File: config.mk
export PLATFORM = sky130hd
export DESIGN_NAME = in_port_arbiter
export DESIGN_NICKNAME = d
export VERILOG_FILES = /design/src/rtl/in_port_arbiter.sv
export SDC_FILE = /design/constraint.sdc
export NUM_CORES = 1
export LEC_CHECK = 0
export CELL_PAD_IN_SITES_DETAIL_PLACEMENT = 0
export CELL_PAD_IN_SITES_GLOBAL_PLACEMENT = 2
export CORE_AREA = 8 8 79 81
export CTS_CLUSTER_DIAMETER = 40
export DETAILED_ROUTE_END_ITERATION = 10
export DIE_AREA = 0 0 87 89
export GPL_TIMING_DRIVEN = 0
export HOLD_SLACK_MARGIN = 0.1
export PLACE_DENSITY_LB_ADDON = 0.1
export SYNTH_ARGS = -nofsm -noshare
export SYNTH_HDL_FRONTEND = slang
export SYNTH_SLANG_ARGS = --single-unit
File: constraint.sdc
create_clock -name clk -period 5.01 [get_ports clk]
set_input_delay 0.7515 -clock clk [delete_from_list [all_inputs] [get_ports clk]]
set_output_delay 0.7515 -clock clk [all_outputs]
set_load 0.005 [all_outputs]
File: src/rtl/in_port_arbiter.sv
// in_port_arbiter: shares the CPU's single in_port/ready_in handshake among
// N_REQ producers. Grants one requester, latches its byte onto in_port, plays
// a setup / ready_in-high / gap strobe sequence, then pulses ack for one cycle.
// Optional build macro: IN_ARB_FIXED_PRIO_EN selects lowest-index-wins
// arbitration instead of round-robin (and removes the round-robin pointer).
module in_port_arbiter #(
  parameter int N_REQ        = 4,
  parameter int BUS_WIDTH    = 8,
  parameter int SETUP_CYCLES = 2,
  parameter int HOLD_CYCLES  = 4,
  parameter int GAP_CYCLES   = 2
) (
  input  logic                       clk,
  input  logic                       reset,
  input  logic [N_REQ-1:0]           req,
  input  logic [N_REQ*BUS_WIDTH-1:0] req_data,
  output logic [N_REQ-1:0]           ack,
  output logic [$clog2(N_REQ)-1:0]   grant_id,
  output logic                       busy,
  output logic [BUS_WIDTH-1:0]       in_port,
  output logic                       ready_in
);

  localparam int IDW     = $clog2(N_REQ);
  localparam int MAX_SH  = (SETUP_CYCLES > HOLD_CYCLES) ? SETUP_CYCLES : HOLD_CYCLES;
  localparam int MAX_ALL = (MAX_SH > GAP_CYCLES) ? MAX_SH : GAP_CYCLES;
  localparam int CNT_MAX = MAX_ALL - 1;
  localparam int CW      = (CNT_MAX > 1) ? $clog2(CNT_MAX + 1) : 1;

  typedef enum logic [1:0] {
    IDLE,
    SETUP,
    STROBE,
    GAP
  } state_e;

  state_e               state_q, state_d;
  logic [CW-1:0]        cnt_q, cnt_d;
  logic [BUS_WIDTH-1:0] in_port_q, in_port_d;
  logic [IDW-1:0]       grant_q, grant_d;
  logic [N_REQ-1:0]     ack_q, ack_d;
  logic                 ready_in_q, ready_in_d;
  logic                 busy_q, busy_d;

  logic                 found;
  logic [IDW-1:0]       winner;

`ifdef IN_ARB_FIXED_PRIO_EN

  // Winner selection: lowest-index asserted request always wins.
  always_comb begin
    // NOTE: every variable written here gets a default first; a path that
    // leaves one unassigned would infer a latch.
    found  = 1'b0;
    winner = '0;
    for (int i = 0; i < N_REQ; i++) begin
      if (!found && req[i]) begin
        found  = 1'b1;
        winner = IDW'(i);
      end
    end
  end

`else

  logic [IDW-1:0] rr_ptr_q, rr_ptr_d;

  // Winner selection: first asserted request searching upward from rr_ptr,
  // wrapping past N_REQ-1 back to 0.
  always_comb begin
    // NOTE: every variable written here gets a default first; a path that
    // leaves one unassigned would infer a latch.
    found  = 1'b0;
    winner = '0;
    for (int i = 0; i < N_REQ; i++) begin
      int             sum;
      logic [IDW-1:0] idx;
      sum = int'(rr_ptr_q) + i;
      if (sum >= N_REQ) sum = sum - N_REQ;
      idx = IDW'(sum);
      if (!found && req[idx]) begin
        found  = 1'b1;
        winner = idx;
      end
    end
  end

  // Pointer advance: the search after a grant starts just past the winner.
  always_comb begin
    rr_ptr_d = rr_ptr_q;
    if (state_q == IDLE && found) begin
      rr_ptr_d = (winner == IDW'(N_REQ - 1)) ? '0 : winner + IDW'(1);
    end
  end

  // Round-robin pointer register.
  always_ff @(posedge clk or posedge reset) begin
    if (reset) rr_ptr_q <= '0;
    else       rr_ptr_q <= rr_ptr_d;
  end

`endif

  // Next-state and registered-output logic for the handshake sequencer.
  always_comb begin
    state_d   = state_q;
    cnt_d     = cnt_q;
    in_port_d = in_port_q;
    grant_d   = grant_q;
    ack_d     = '0;

    case (state_q)
      IDLE: begin
        if (found) begin
          in_port_d = req_data[int'(winner)*BUS_WIDTH +: BUS_WIDTH];
          grant_d   = winner;
          cnt_d     = CW'(SETUP_CYCLES - 1);
          state_d   = SETUP;
        end
      end
      SETUP: begin
        if (cnt_q == '0) begin
          cnt_d   = CW'(HOLD_CYCLES - 1);
          state_d = STROBE;
        end else begin
          cnt_d = cnt_q - CW'(1);
        end
      end
      STROBE: begin
        if (cnt_q == '0) begin
          cnt_d          = CW'(GAP_CYCLES - 1);
          ack_d[grant_q] = 1'b1;
          state_d        = GAP;
        end else begin
          cnt_d = cnt_q - CW'(1);
        end
      end
      GAP: begin
        if (cnt_q == '0) begin
          state_d = IDLE;
        end else begin
          cnt_d = cnt_q - CW'(1);
        end
      end
      default: begin
        state_d = IDLE;
        cnt_d   = '0;
      end
    endcase

    // Strobe and busy are registered from the next state, so they change on
    // the same edge as the state and never follow req combinationally.
    ready_in_d = (state_d == STROBE);
    busy_d     = (state_d != IDLE);
  end

  // State and output registers; reset aborts any transfer without an ack.
  always_ff @(posedge clk or posedge reset) begin
    // NOTE: sequential state uses non-blocking assignments so every flop
    // samples the pre-edge value of every other flop.
    if (reset) begin
      state_q    <= IDLE;
      cnt_q      <= '0;
      in_port_q  <= '0;
      grant_q    <= '0;
      ack_q      <= '0;
      ready_in_q <= 1'b0;
      busy_q     <= 1'b0;
    end else begin
      state_q    <= state_d;
      cnt_q      <= cnt_d;
      in_port_q  <= in_port_d;
      grant_q    <= grant_d;
      ack_q      <= ack_d;
      ready_in_q <= ready_in_d;
      busy_q     <= busy_d;
    end
  end

  assign ack      = ack_q;
  assign grant_id = grant_q;
  assign busy     = busy_q;
  assign in_port  = in_port_q;
  assign ready_in = ready_in_q;

endmodule

# After elaboration in Yosys (flattened, before gate mapping)
# Index checks and enable logic that the tools add are counted.
[totals] regBits=22 input_bits=38 elab_cells=83
[op_classes] n_addsub=9 n_lt_le_gt_ge=10 eq_ne=7 n_shift=1 n_mux=35 n_reduce_logical=13
[op_table] cell="$mux 2" count=17
[op_table] cell="$shiftx 32x6->8" count=1
[op_table] cell="$pmux 2 s4" count=2
[op_table] cell="$lt 2x3->1 const B" count=5
[op_table] cell="$sub 2x1->2 const B" count=5
[op_table] cell="$ge 3x3->1 const B" count=3
[op_table] cell="$mux 1" count=9
[op_table] cell="$bmux 1 s2" count=4
[op_table] cell="$eq 2x2->1 const B" count=4
[op_table] cell="$mux 4" count=2
[op_table] cell="$add 2x2->3 const B" count=2
[op_table] cell="$logic_and 1x1->1" count=5
[op_table] cell="$logic_not 2->1" count=2
[op_table] cell="$ne 2x2->1 const B" count=2
[op_table] cell="$reduce_and 2->1" count=2
[op_table] cell="$add 2x1->3 const B" count=1
[op_table] cell="$ge 2x3->1 const B" count=1
[op_table] cell="$logic_not 1->1" count=3
[op_table] cell="$add 2x1->2 const B" count=1
[op_table] cell="$demux 1 s2" count=1
[op_table] cell="$eq 2x1->1 const B" count=1
[op_table] cell="$ge 2x1->1 const B" count=1
[op_table] cell="$reduce_bool 2->1" count=1

# Depth between registers and ports, before layout
# Gate-level depths: netlist (run 1).
[logic_depth] word_depth=17 depth_mapped=7 depth_no_buf=6

# Least setup slack after synthesis (run 1)
# OpenSTA, ideal clock, no wires.
[synth_timing] path_type="input-to-reg" start="in req[1]" end="reg in_port_q[1] (netlist: in_port[1])" setup_time_ps=124 arrival_ps=1934 required_ps=4886 path_slack_ps=2952 stages=6 path_cell_list="or3b_4 > o221ai_4 > buf_12 > mux2i_1 > nor3_1 > a211o_1"
[synth_between] elab_chain_cells=13 elab_cells_between_ends=24
[synth_rtl] element="start, declared" line="15" text="input logic [N_REQ-1:0] req,"
[synth_rtl] element="$bmux 1 s2" line="81" text="if (!found && req[idx]) begin"
[synth_rtl] element="$mux 1 (implied by the code)" line="81"
[synth_rtl] element="$mux 1" line="81"
[synth_rtl] element="$logic_not 1->1" line="81"
[synth_rtl] element="$logic_and 1x1->1" line="81"
[synth_rtl] element="$mux 1" line="81"
[synth_rtl] element="$logic_not 1->1" line="81"
[synth_rtl] element="$logic_and 1x1->1" line="81"
[synth_rtl] element="$mux 1" line="81"
[synth_rtl] element="$logic_not 1->1" line="81"
[synth_rtl] element="$logic_and 1x1->1" line="81"
[synth_rtl] element="$mux 2 / $mux 1 (equally long branches)" line="81"
[synth_rtl] element="$shiftx 32x6->8 / $reduce_and 2->1 (equally long branches)"
[synth_rtl] element="end signal, assigned" line="172" text="in_port_q <= in_port_d;"
[synth_rtl] element="end, declared" line="39" text="logic [BUS_WIDTH-1:0] in_port_q, in_port_d;"
# Several ways; a longest one is shown, not always the timed one. The select of a mux whose other input is x is not followed.
# A chain may end at the register's enable or synchronous reset.

# Final worst setup path (run 1)
[layout_timing] start="in req[2]" end="reg in_port_q[2] (netlist: in_port[2])"
# Same word-level chain as after synthesis.

==> results of run 1 <==
[routing by layer]
layer  vias up  routed length, microns  track usage, %
met4         0                      24            1.88
li1        557                       -               -
met1       500                    1710            11.9
met5         -                       0               0
met3         4                     276            3.03
met2        34                    1800            16.9
[critical path, stage by stage]
cell and delay [ps]:
sky130_fd_sc_hd__clkdlybuf4s50_1 570, sky130_fd_sc_hd__or3b_4 430, sky130_fd_sc_hd__o221ai_4 170, sky130_fd_sc_hd__buf_12 200, sky130_fd_sc_hd__mux2i_1 230, sky130_fd_sc_hd__nor3_1 60
sky130_fd_sc_hd__a211o_1 280
[worst min path at each step]
stage                                      start                endpoint  cells after the start
after floorplan             cnt_q[0]$_DFFE_PP0P_    cnt_q[0]$_DFFE_PP0P_                      1
after global placement    in_port[5]$_DFFE_PP0P_  in_port[5]$_DFFE_PP0P_                      1
after detailed placement  in_port[5]$_DFFE_PP0P_  in_port[5]$_DFFE_PP0P_                      1
after CTS                 in_port[5]$_DFFE_PP0P_  in_port[5]$_DFFE_PP0P_                      1
after global routing      in_port[6]$_DFFE_PP0P_  in_port[6]$_DFFE_PP0P_                      1
final                     in_port[0]$_DFFE_PP0P_  in_port[0]$_DFFE_PP0P_                      1
[metrics by stage]
stage	total power, uW	instances	cell area (sq um)	utilization, %	setup WS (ps)
floorplan	608	123	1260	-	2950
global placement	801	246	1880	37.8	2170
detailed placement	813	246	1880	37.8	2150
CTS	944	250	1940	38.9	2420
global route	999	250	1940	38.9	2290
finish	926	250	1940	38.9	2450
[state kept, by name, indices dropped and copies added, names as in the netlist]
register,count
ack,4
busy,1
cnt_q,2
grant_id,2
in_port,8
ready_in,1
rr_ptr_q,2
state_q,2
[cell usage after synthesis]
cell type                  count
sky130_fd_sc_hd__or3b_4        1
sky130_fd_sc_hd__o21a_1        2
sky130_fd_sc_hd__a21oi_1       5
sky130_fd_sc_hd__o21ai_1       3
sky130_fd_sc_hd__nand2_1      10
sky130_fd_sc_hd__o21ai_0       3
sky130_fd_sc_hd__a21boi_2      1
sky130_fd_sc_hd__xnor2_1       2
sky130_fd_sc_hd__ha_1          2
sky130_fd_sc_hd__and3_1        1
sky130_fd_sc_hd__inv_1         5
sky130_fd_sc_hd__a211o_1       8
sky130_fd_sc_hd__o221ai_4      1
sky130_fd_sc_hd__o22ai_2       1
sky130_fd_sc_hd__buf_6         1
sky130_fd_sc_hd__o22a_1        1
sky130_fd_sc_hd__clkbuf_1      2
sky130_fd_sc_hd__nor2_1        6
sky130_fd_sc_hd__mux2i_1      17
sky130_fd_sc_hd__nor4_1        2
sky130_fd_sc_hd__nand3_1       1
sky130_fd_sc_hd__nor3_1       17
sky130_fd_sc_hd__nor2b_1       1
sky130_fd_sc_hd__buf_2         3
sky130_fd_sc_hd__nand2b_1      2
sky130_fd_sc_hd__mux2i_4       1
sky130_fd_sc_hd__dfrtp_1      22
sky130_fd_sc_hd__buf_12        1
sky130_fd_sc_hd__a21o_1        1
[cell families (layout without fill, tap and decap cells)]
family	Yosys count	count (layout)	synth area share, %
xor+xnor	2	2	1.39
mux	18	18	15.2
buf+inv	12	69	5.74
flops	22	22	43.6
fa+ha+maj	2	2	1.98
compound gates	26	26	16.3
simple gates	41	41	15.7
[power breakdown]
part	leakage, uW	internal [uW]	total (uW)	switching (uW)
logic	0.000555	270	496	226
clock network	0.0000288	70.0	127	57.4
registers	0.000271	250	302	51.6
[area by class of cell]
cell class	instances	area, sq um
tap	70	87.6
inverter	5	18.8
multi-input combinational	89	641
buffer	7	53.8
sequential	22	551
fill	516	3040
clock buffer	4	55.1
timing repair buffer	53	531
==> impl.org, run 1 <==
** Detailed routing
- In the final routed layout, each cell accounts on average for 15.2 microns.
- The count of nets left with antenna violations once routing finished came out at 0.
- The first routing iteration left 31 violations.
- The first detailed-routing pass ran for 4 iterations.
- Detailed routing inserted a total of 1,095 vias.
- Aggregate routed wire length :: 3.81 mm
- DRC violation count after routing :: 0
- After detailed routing, the number of vias per cell comes to 4.38.

** Global route
- Global routing used 9.83% of the available tracks across all layers.
- The via count of the first global-routing pass came to 1,151.
- Pin count of the biggest net entering global routing :: 23
- The first global-routing pass estimated 6.02 mm of wire.
- Number of antenna violations at the first check in global routing :: 0
- GR Overflow Total :: 0

** Die
- Initial core utilization :: 25.4%
- The die covers 7740 sq um.
- Pin placement for this block handled 54 I/O pins.
- Core Area :: 4980 sq um
- In this run the core area contains 26 standard-cell rows.
- Horizontal extent of the die :: 87 microns
- Die Height :: 89 microns

** Final layout
- The post-route netlist has 7.78% of its cells at a drive strength greater than 1.
- Most used cells in the layout excluding fill and tap cells :: sky130_fd_sc_hd__clkdlybuf4s50_1 (53), sky130_fd_sc_hd__dfrtp_1 (22), sky130_fd_sc_hd__nor3_1 (17), sky130_fd_sc_hd__mux2i_1 (17), sky130_fd_sc_hd__nand2_1 (10)
- Area growth from synthesis to layout :: 53.3%
- The library cell used most frequently in the layout, excluding fill and tap cells, is sky130_fd_sc_hd__clkdlybuf4s50_1.
- Nets :: 221
- Ant. Diodes :: 0

** Synthesis
- Net count after synthesis :: 163
- Syn_area_per_cell :: 10.3 sq um
- After synthesis, the cell types taking the most area are sky130_fd_sc_hd__dfrtp_1 (44%), sky130_fd_sc_hd__mux2i_1 (13%), sky130_fd_sc_hd__nor3_1 (6.7%).
- Summed over its instances, the top area cell type makes up 43.6% of the synthesized netlist area.
- In this run, distinct cell masters in the synthesized netlist total 29.
- Register bit count reported by yosys :: 22
- Synthesis warning total :: 0
- Cell Area, Synth :: 1260 sq um
- sky130_fd_sc_hd__dfrtp_1 takes more of the synthesized area than any other cell.
- Of the synthesized area, sequential elements account for 43.6%.
- Cell count after synthesis :: 123

** Placed design
- Placed wire-length estimate :: 3.01 mm
- The count of buffers added on input and output ports is 53.
- Global placer's final weighted congestion :: 0.797

** Timing
- Setup repair after global routing left no endpoint under its margin.
- Adding up every negative setup slack in the final design gives 0 ps.
- Worst Hold Slack :: 497 ps
- Transition at the pin with the smallest max-transition slack :: 867 ps
- The number of slew-limit violations in the final report was 0.
- Setup violations remaining at the end of the flow were counted as 0.
- In this run the tightest slew margin relative to its limit is 42.1%.
- Max Clock Freq :: 391 MHz
- After layout, the worst path uses 51.1% of the clock period.
- Hold violation count in the final report :: 0
- Setup skew after layout :: 2.13 ps
- Crit path time final :: 2560 ps

** Clocking
- TritonCTS Buffers :: 3
- H-tree depth :: 1
- The clock reaches the later pin of the worst-skew pair after 260 ps.
- Cell at the root of the clock tree :: sky130_fd_sc_hd__clkbuf_8
- Clock slew at the register clock pins of the worst setup and hold paths :: 80 ps
- For this design, the sink count on the clock tree is 22.
- Counting along the longest clock path gives a buffer depth of 2.
- Post CTS Setup Buffer Count :: 0
- Count of cells resized by post-cts repair :: 0
- TritonCTS built the clock tree.
- Total of hold buffers inserted after clock tree synthesis :: 0

** Run status
- The run finished with clean final reports.

** Critical path
- Across all register-to-register paths, the minimum setup slack is 3010 ps.
- Type of origin of the critical path :: input pin
- STA puts the critical path data arrival time at 2710 ps.
- In this run the critical register-to-register path is launched from rr_ptr_q[1]$_DFFE_PP0P_.
- The worst setup path is of the in2reg kind.
- In this run the worst setup path terminates at in_port[2]$_DFFE_PP0P_.
- Start point of the critical path :: req[2]
- The worst setup path is captured at a flip-flop.
- Worst-path fanout max :: 10
- For the worst setup path, the data required time is 5160 ps.
- The worst register-to-register path has a depth of 7.
- The endpoint identified for the worst register-to-register timing path is in_port[2]$_DFFE_PP0P_.

** Job
- Max-cap violations in this run came to 0.

** Power
- Static Leak :: 0.000855 uW
- Maximum resistive drop on vdd :: 188 uV
- Pwr/cell area :: 478 nW/um^2

** Min path
- HP Class :: reg2reg
Power figures use the tool's default switching activity.
==> run 2, diff against run 1 <==
--- a/config.mk
+++ b/config.mk
@@ -7,10 +7,10 @@
 export LEC_CHECK = 0
 export CELL_PAD_IN_SITES_DETAIL_PLACEMENT = 0
 export CELL_PAD_IN_SITES_GLOBAL_PLACEMENT = 2
-export CORE_AREA = 8 8 79 81
+export CORE_AREA = 8 8 85 87
 export CTS_CLUSTER_DIAMETER = 40
 export DETAILED_ROUTE_END_ITERATION = 10
-export DIE_AREA = 0 0 87 89
+export DIE_AREA = 0 0 93 95
 export GPL_TIMING_DRIVEN = 0
 export HOLD_SLACK_MARGIN = 0.1
 export PLACE_DENSITY_LB_ADDON = 0.1
==> constraint.sdc (replaced) <==
create_clock -name clk -period 2.3 [get_ports clk]
set_input_delay 0.345 -clock clk [delete_from_list [all_inputs] [get_ports clk]]
set_output_delay 0.345 -clock clk [all_outputs]
set_load 0.005 [all_outputs]
==> run 2 against run 1 <==
- core utilization is 5.2 points lower
- power is 130% higher
- sequential cell count stayed put
- final cell count is 2.0% higher
- routed wire length is 0.97% lower
- global-route usage is 1.4 points lower
- combinational power is 120% higher
- clock skew is 4.8 ps higher
- critical endpoint is now in_port[6]$_DFFE_PP0P_
==> impl.org, run 2 (synthesis results as in run 1) <==
** Detailed routing
- Once detail routing completed, the nets flagged for antenna violations numbered 0.
- Aggregate routed wire length :: 3.77 mm
- Across all layers, the routed design uses 1,103 vias.
- After detailed routing, the number of vias per cell comes to 4.33.
- DRC violation count after routing :: 0
- After the first detailed-routing iteration, the DRC count stood at 24.
- Length of the first detailed-routing pass in iterations :: 3
- After detailed routing, the average wire length per cell comes to 14.8 microns.

** Critical path
- Length in cells of the worst reg-to-reg path :: 7
- By startpoint and endpoint, the worst setup path is classified as in2reg.
- Worst EP required :: 2440 ps
- Slowest cell on the critical path :: sky130_fd_sc_hd__clkdlybuf4s50_1
- The critical path starts at req[3].
- Endpoint of the most critical register-to-register path :: in_port[1]$_DFFE_PP0P_
- In this run the worst path has a maximum fanout of 10.
- Delay contributed by the slowest stage of the critical path :: 540 ps
- Critical path cell sequence :: clkdlybuf4s50_1 > nor4_1 > nand2b_1 > buf_2 > nor3_1 > a211o_1
- Type of origin of the critical path :: input pin
- Critical R2R Launch :: rr_ptr_q[1]$_DFFE_PP0P_
- Among cell families on the critical path, the largest total delay comes from simple AND/OR/NAND/NOR gates.
- Critical path endpoint category :: flip-flop
- Setup slack on the worst flop-to-flop path :: 350 ps
- Count of buffering cells on the critical path with inverters included :: 2
- Data arrives at the worst endpoint at 2290 ps.

** Timing
- Between clock sinks in the finished design, the worst skew comes to 6.96 ps.
- Transition at the pin with the smallest max-transition slack :: 855 ps
- RSZ-0062 raised after global routing :: false
- Measured against its own limit, the worst slew margin works out to 42.9%.
- Crit path time final :: 2140 ps
- Derived from the worst setup path, the maximum achievable clock frequency is 467 MHz.
- Worst-case setup margin in the final layout :: 159 ps
- Hold violation count in the final report :: 0
- Max-slew violation count :: 0
- Setup-violating endpoint count in the final report :: 0
- For the final routed database, the setup TNS stands at 0 ps.
- After layout, the worst path uses 93.1% of the clock period.

** Die
- Floorplan row count :: 28
- The die covers 8840 sq um.
- Die Height :: 95 microns
- 54 I/O pins were placed.
- From left edge to right edge, the die measures 93 microns.
- The initial utilization of the core area, before any placement, comes to 21.7%.
- Core Area :: 5820 sq um

** Min path
- The worst hold path terminates at in_port[0]$_DFFE_PP0P_.
- Hold Startpoint :: in_port[0]$_DFFE_PP0P_
- Cell depth of the worst min-delay path :: 1
- HP Class :: reg2reg

** Global route
- First-pass GRT wire length :: 5.96 mm
- Via count of the first global-routing pass :: 1,140
- Met3 usage in global routing :: 1.83%
- After global routing the overflow that remains totals 0.
- Most heavily used metal layer in global routing :: met2
- In the global route stage, overall resource usage came out at 8.42%.
- Number of antenna violations at the first check in global routing :: 0
- Global routing consumed, on the met2 layer, 14.0% of the routing resources.
- In the global route stage, met1 resource usage came out at 10.5%.
- Pin count of the biggest net entering global routing :: 23

** Final layout
- Commonest non-fill, non-tap cell in the layout :: sky130_fd_sc_hd__clkdlybuf4s50_1
- Ant. Diodes :: 0
- The area growth from synthesis to layout is 55.0%.
- Fraction of layout cells with a size suffix above 1 :: 7.78%
- The finished cells cover 1960 sq um.
- Counting the fill cells in the layout gives 624.
- In the layout the commonest cells are sky130_fd_sc_hd__clkdlybuf4s50_1 (53), sky130_fd_sc_hd__dfrtp_1 (22), sky130_fd_sc_hd__nor3_1 (17), sky130_fd_sc_hd__mux2i_1 (17), sky130_fd_sc_hd__nand2_1 (10).
- The count of cells in the finished layout, fillers not included, comes to 255.
- Nets :: 221
- Max FFs per register :: 8

** Clocking
- Number of buffers between clock root and the deepest sink :: 2
- Once the clock tree was built, the setup fixing pass inserted 0 buffers.
- TritonCTS Buffers :: 3
- TritonCTS clock tree :: yes
- Clock latency on the worst-skew pair, taken at its later pin, is 260 ps.
- Clock slew at the register clock pins of the worst setup and hold paths :: 90 ps
- Total of hold buffers inserted after clock tree synthesis :: 0
- The cell sitting at the root of the clock tree is a sky130_fd_sc_hd__clkbuf_8.
- Count of cells resized by post-cts repair :: 0
- The clock drives 22 sinks.
- In this run the number of H-tree levels came out at 1.

** Placed design
- Pre-CTS setup slack :: -143 ps
- Port Buffer Count :: 53
- Post-placement cell area :: 1890 sq um
- Placed wire-length estimate :: 3.00 mm
- Global placer's final weighted congestion :: 0.708
- Counting tap cells, the placed design contains a total of 251 instances.

** Job
- Max-cap check violation count :: 0

** Power
- Maximum resistive drop on vdd :: 445 uV
- Summed over all cells, the static leakage comes to 0.000862 uW.
- Dividing total power by cell area gives a power density of 1070 nW/um^2.

** Run status
- Result of the run :: complete, no violations
-- run 2: changes by cell type in the layout (fill, tap and decap cells not counted), sizes merged --
cell    previous run  this run
clkbuf             6         5
bufinv             0         1
-- run 2: area by class of cell --
type | count | area, sq um | area share [%]
flip-flops and latches | 22 | 551 | 28.1
plain buffers | 7 | 53.8 | 2.75
inverters | 5 | 18.8 | 0.958
multi-input cells | 89 | 641 | 32.7
well taps | 75 | 93.8 | 4.79
clock buffers | 3 | 41.3 | 2.11
repair buffers | 53 | 531 | 27.1
clock inverters | 1 | 30.0 | 1.53
-- run 2: worst max-delay path by stage --
stage                             end  depth (start not counted)
2_1_floorplan  in_port[1]$_DFFE_PP0P_                          7
3_3_place_gp   in_port[6]$_DFFE_PP0P_                          6
3_5_place_dp   in_port[6]$_DFFE_PP0P_                          6
4_1_cts        in_port[6]$_DFFE_PP0P_                          6
5_1_grt        in_port[6]$_DFFE_PP0P_                          6
6_report       in_port[6]$_DFFE_PP0P_                          6
-- run 2: routing by layer --
layer | share of wire [%] | wire (microns)
met2 | 46 | 1750
met5 | 0 | 0
met3 | 4.5 | 169
met1 | 48 | 1800
met4 | 1.1 | 43
-- run 2: worst register-to-register path: stages, from the launching register on --
cell,delay [ps]
sky130_fd_sc_hd__dfrtp_1,380
sky130_fd_sc_hd__buf_6,140
sky130_fd_sc_hd__mux2i_4,190
sky130_fd_sc_hd__o221ai_4,400
sky130_fd_sc_hd__buf_12,210
sky130_fd_sc_hd__mux2i_1,190
sky130_fd_sc_hd__nor3_1,60
sky130_fd_sc_hd__a211o_1,280
-- run 2: per-stage QoR --
stage          hold WS (ps)  utilization, %  total power (uW)
2_1_floorplan           334               -              1320
3_3_place_gp            471            32.5              1750
3_5_place_dp            479            32.5              1770
4_1_cts                 498            33.7              2140
5_1_grt                 521            33.7              2270
6_report                492            33.7              2100
-- run 2: power by group --
group | switching (uW) | internal [uW]
Clock | 127 | 232
Combinational | 492 | 587
Sequential | 112 | 545
Total | 732 | 1360
